===== config.mk =====
export PLATFORM = sky130hd
export DESIGN_NAME = multi_edge_detect
export DESIGN_NICKNAME = d
export VERILOG_FILES = /design/src/rtl/multi_edge_detect.sv
export SDC_FILE = /design/constraint.sdc
export NUM_CORES = 1
export LEC_CHECK = 0
export CAP_MARGIN = 20
export CORE_MARGIN = 5
export CORE_UTILIZATION = 41
export DETAILED_ROUTE_END_ITERATION = 7
export GPL_ROUTABILITY_DRIVEN = 0
export PLACE_DENSITY_LB_ADDON = 0.3
export SLEW_MARGIN = 20
export SYNTH_ARGS = -nofsm -noshare
export SYNTH_HDL_FRONTEND = slang
export SYNTH_SLANG_ARGS = --single-unit

===== constraint.sdc =====
create_clock -name clk -period 1 [get_ports clk]
set_input_delay 0.1 -clock clk [delete_from_list [all_inputs] [get_ports clk]]
set_output_delay 0.1 -clock clk [all_outputs]
set_load 0.02 [all_outputs]

===== src/rtl/multi_edge_detect.sv =====
// multi_edge_detect: per-channel synchroniser, glitch filter (MULTI_EDGE_DETECT_FILTER_EN), edge pulses, sticky pend/ovf and irq
module multi_edge_detect #(
  parameter int CH = 8,
  parameter int SYNC = 2,
  parameter int FILT = 4
) (
  input  logic            clk,
  input  logic            rst,
  input  logic [CH-1:0]   din,
  input  logic [2*CH-1:0] mode,
  input  logic [CH-1:0]   clr,
  output logic [CH-1:0]   level,
  output logic [CH-1:0]   rise,
  output logic [CH-1:0]   fall,
  output logic [CH-1:0]   pend,
  output logic [CH-1:0]   ovf,
  output logic            irq
);
  logic [CH-1:0] s, nxt_level, evt;
  if (SYNC == 0) begin : g_nosync
    assign s = din;
  end else begin : g_sync
    logic [CH-1:0] sq [SYNC];
    always_ff @(posedge clk)
      if (rst) sq <= '{default: '0};
      else begin
        sq[0] <= din;
        for (int k = 1; k < SYNC; k++) sq[k] <= sq[k-1];
      end
    assign s = sq[SYNC-1];
  end
`ifdef MULTI_EDGE_DETECT_FILTER_EN
  localparam int CW = FILT > 1 ? $clog2(FILT) : 1;
  logic [CW-1:0] cnt [CH];
  logic [CH-1:0] done;
  always_comb begin
    done = '0;
    for (int i = 0; i < CH; i++) done[i] = s[i] != level[i] && cnt[i] == CW'(FILT - 1);
  end
  // any matching cycle or a completed run restarts the stability count
  always_ff @(posedge clk)
    if (rst) cnt <= '{default: '0};
    else for (int i = 0; i < CH; i++) cnt[i] <= (s[i] == level[i] || done[i]) ? '0 : cnt[i] + CW'(1);
  assign nxt_level = (level & ~done) | (s & done);
`else
  assign nxt_level = s;
`endif
  always_comb begin
    evt = '0;
    for (int i = 0; i < CH; i++) evt[i] = (rise[i] & mode[2*i]) | (fall[i] & mode[2*i+1]);
  end
  // clear takes priority over overflow, but a same-cycle event still sets pend
  always_ff @(posedge clk)
    if (rst) begin
      level <= '0;
      rise  <= '0;
      fall  <= '0;
      pend  <= '0;
      ovf   <= '0;
    end else begin
      level <= nxt_level;
      rise  <= nxt_level & ~level;
      fall  <= ~nxt_level & level;
      pend  <= (pend & ~clr) | evt;
      ovf   <= (ovf & ~clr) | (evt & pend & ~clr);
    end
  assign irq = |pend;
endmodule


# ---- Word level (Yosys, flattened, before mapping)
# Index checks and enable logic that the tools add are counted.
dict set report word_totals {
  word_cells 43
  output_inout_bits 41
  ff_bits 56
}
dict set report classes {
  n_reduce_logical 1
  bitwise_logic 35
}
# op count
set op_table {}
lappend op_table {{bitwise AND 8 bit} 6}
lappend op_table {{NOT 8 bit} 3}
lappend op_table {{bitwise AND 1 bit} 16}
lappend op_table {{bitwise OR 8 bit} 2}
lappend op_table {{bitwise OR 1 bit} 8}
lappend op_table {{OR reduction 8 bit} 1}

# ---- Depth between registers and ports, before layout
dict set report logic_depth {
  ltp_word 5
  depth_mapped 4
  depth_no_buf 2
}

# ---- Least setup slack after synthesis
# No wires, ideal clock.
dict set report synth_path {
  path_kind {register -> register}
  start {register pend[0]}
  end {register ovf[0]}
  slack_ns 0.004
  setup_time_ns 0.070
  path_stages_with_launch 3
  required_ns 0.930
  arrival_ns 0.926
  cell_sequence {dfxtp_1 -> or3b_1 -> o2bb2ai_1}
}
dict set report synth_between {
  elab_chain_cells 3
}
# item line
set synth_rtl {}
lappend synth_rtl {{start: declaration} 15} ;# output logic [CH-1:0] pend,
lappend synth_rtl {{start signal: assignment} 64} ;# pend <= (pend & ~clr) | evt;
lappend synth_rtl {{bitwise AND 8 bit (2 in a row)} 65} ;# ovf <= (ovf & ~clr) | (evt & pend & ~clr);
lappend synth_rtl {{bitwise OR 8 bit} 65}
lappend synth_rtl {{end signal: assignment} 65}
lappend synth_rtl {{end: declaration} 16} ;# output logic [CH-1:0] ovf,
# Every way passes these cells.
# A chain may end at the register's enable or synchronous reset.

# ---- Worst setup path after layout
dict set report layout_path {
  start {register pend[6]}
  end {output irq}
}
dict set report layout_between {
  elab_chain_cells 1
}
# item line
set layout_rtl {}
lappend layout_rtl {{OR reduction 8 bit} 67} ;# assign irq = |pend;
lappend layout_rtl {{end: declaration} 17} ;# output logic irq
# Every way passes these cells.

==> impl_metrics.py <==
metrics = {
    "finish": {
        "post-route-util_pct": 67.70,
        "layout-drive-gt1-share_pct": 36.29,
        "area_delta_synth_final_pct": 57.14,
        "num_antenna_cells": 0,
        "nets": 292,
        "final_common_cell": "dfxtp_1",
        "layout_common_cells": "dfxtp_1 (49), buf_2 (35), nor2b_1 (32), clkdlybuf4s50_1 (32), buf_4 (26)",
        "design_area_um2": 2766,
        "final_cells": 309,
    },
    "worst_setup_path": {
        "critPathRequiredTime_ns": 0.90,
        "start_kind": "flip-flop",
        "crit_buf_inv": 1,
        "path_delay_family": "simple AND/OR/NAND/NOR gates",
        "slowest_stage": "dfxtp_2",
        "cp_max_fo": 2,
        "path_cells": "nor4_2, nand2_1, buf_2",
        "critPathKind": "flip-flop to primary output",
        "crit_arrival_ns": 1.14,
        "crit_path_max_incr_delay_ns": 0.33,
        "end_kind": "primary output",
    },
    "yosys": {
        "synth.area.top_cells": "dfxtp_1 (64%), nor2b_1 (11%), o2bb2ai_1 (4.0%)",
        "synth_top_area_cell": "dfxtp_1",
        "avgSynthCellArea_um2": 11.51,
        "ys_types": 13,
        "yosys_warnings": 0,
        "ys_ff_latch": 56,
        "netlist_area_um2": 1760,
        "synthCells": 153,
        "synth_fp_nets": 187,
        "seq_area_frac_synth_pct": 63.68,
        "yosys.area.top_type_share_pct": 63.68,
    },
    "detailed_routing": {
        "wl_um": 3961,
        "dr.pass1.iters": 4,
        "drt_iter0_drc": 64,
        "vias_per_cell": 4.579,
        "via_count": 1415,
        "wl_per_cell_um": 12.82,
        "antenna_left": 0,
        "drcViolationCount": 0,
    },
    "sta": {
        "tightest_slew_ns": 0.3379,
        "fin_crit_sh_pct": 124.1,
        "setup_slack_ns": -0.2408,
        "rsz0062_at_grt": "true",
        "finalHoldViolations": 0,
        "holdWs_ns": 0.1811,
        "fmax_ghz": 0.8059,
        "setup_viol": 6,
        "slew_headroom_pct": 77.47,
        "final_max_slew_viol_count": 0,
        "period_needed_ns": 1.241,
        "clock_skew_ns": 0.004736,
    },
    "power_and_ir_drop": {
        "p_total_mw": 4.263,
        "ir_worst_vdd_mv": 0.9167,
        "leakage_nw": 1.209,
        "powerDensity_nw_per_um2": 1541,
    },
    "clocking": {
        "htree_levels": 2,
        "clk_transition_reported_paths_ns": 0.09,
        "clock_path_buffers": 2,
        "cts_tree": "built",
        "root_buffer": "clkbuf_8",
        "cts_buffers": 5,
        "clk_latency_ns": 0.30,
        "cts_sinks": 56,
    },
    "floorplan": {
        "rows": 23,
        "die_area_um2": 5704,
        "core_area_um2": 4086,
        "die_h_um": 75.53,
        "die_x_um": 75.53,
        "initial_core_util_pct": 43.08,
        "ios": 75,
    },
    "grt": {
        "grt_use_total_pct": 14.19,
        "grt_pass1_wl_um": 6092,
        "grt_pass1_vias": 1360,
        "grt_max_degree": 21,
        "antenna_found_initial": 0,
        "grt_overflow_total": 0,
    },
    "outcome": {
        "violations": "setup timing",
        "status": "finished, violations left",
    },
    "min_path": {
        "hp-class": "input pin to flip-flop",
    },
    "flow_run": {
        "drv_cap": 0,
    },
    "place": {
        "dpl_cell_area_um2": 2741,
        "portBuffers": 74,
        "place_hpwl_um": 3034,
        "dp.cells": 301,
    },
}
[report_power, final]
part / switching (mW) / internal, mW / total [mW]
Sequential: 0.0260 / 2.29 / 2.31
Combinational: 0.153 / 0.239 / 0.392
Clock: 0.673 / 0.883 / 1.56
Total: 0.852 / 3.41 / 4.26
[worst paths after layout]
kind                     start       to  slack [ns]  depth (start not counted)
setup / recovery       pend[6]      irq       -0.24                          3
hold / removal             rst  pend[2]        0.18                          2
setup reg to reg       pend[2]   ovf[2]       -0.02                          3
hold reg to reg   nxt_level[6]  fall[6]        0.41                          1
[cell usage after synthesis]
cell and instances:
dfxtp_1 56, nor2b_1 32, a21oi_1 8, a22oi_1 8
nand2b_1 8, nor2_1 8, nor3b_1 8, o2bb2ai_1 8
or3b_1 8, buf_2 4, buf_6 2, nor4_1 2
nand2_1 1
[routing by layer]
layer	GRT usage [%]	vias up	routed length, um
met5	0	-	0
met4	6.408	0	68
met3	3.826	7	269
met2	24.74	36	2078
met1	16.17	643	1545
li1	-	729	-
[area by class of cell]
class,count,area [um^2]
Fill cell,343,1320
Sequential cell,56,1130
Timing Repair Buffer,104,814.5
Multi-Input combinational cell,91,633.1
Clock buffer,7,96.34
Tap cell,50,62.56
Clock inverter,1,30.03
[flip-flops by register name, indices dropped and copies added, names as in the netlist]
signal and flops:
ovf 8, g_sync.sq 8, nxt_level 8, pend 8, rise 8, level 8, fall 8
[timing repair]
action | CTS | global route
buffers inserted | 0 | 1
pin swaps | 3 | 3
setup endpoints to repair | 46 | 15
hold buffers | 0 | 0
resized for setup | 190 | 7
[stage by stage]
step | setup slack, ns | setup TNS [ns]
after CTS | -0.2481 | -0.3097
after global routing | -0.2777 | -0.7530
after floorplan | 0.003981 | 0
final | -0.2408 | -0.2967
after global placement | -0.3424 | -2.726
after detailed placement | -0.3361 | -3.019
[cell families (layout without fill, tap and decap cells)]
group | Yosys count | after routing | synth area share (%)
buffers and inverters | 6 | 112 | 2.416
AO/OA/AOI/OAI | 24 | 24 | 9.666
AND/OR/NAND/NOR | 67 | 67 | 24.24
flip-flops | 56 | 56 | 63.68
Note: power is estimated with default switching activity, not from simulation.
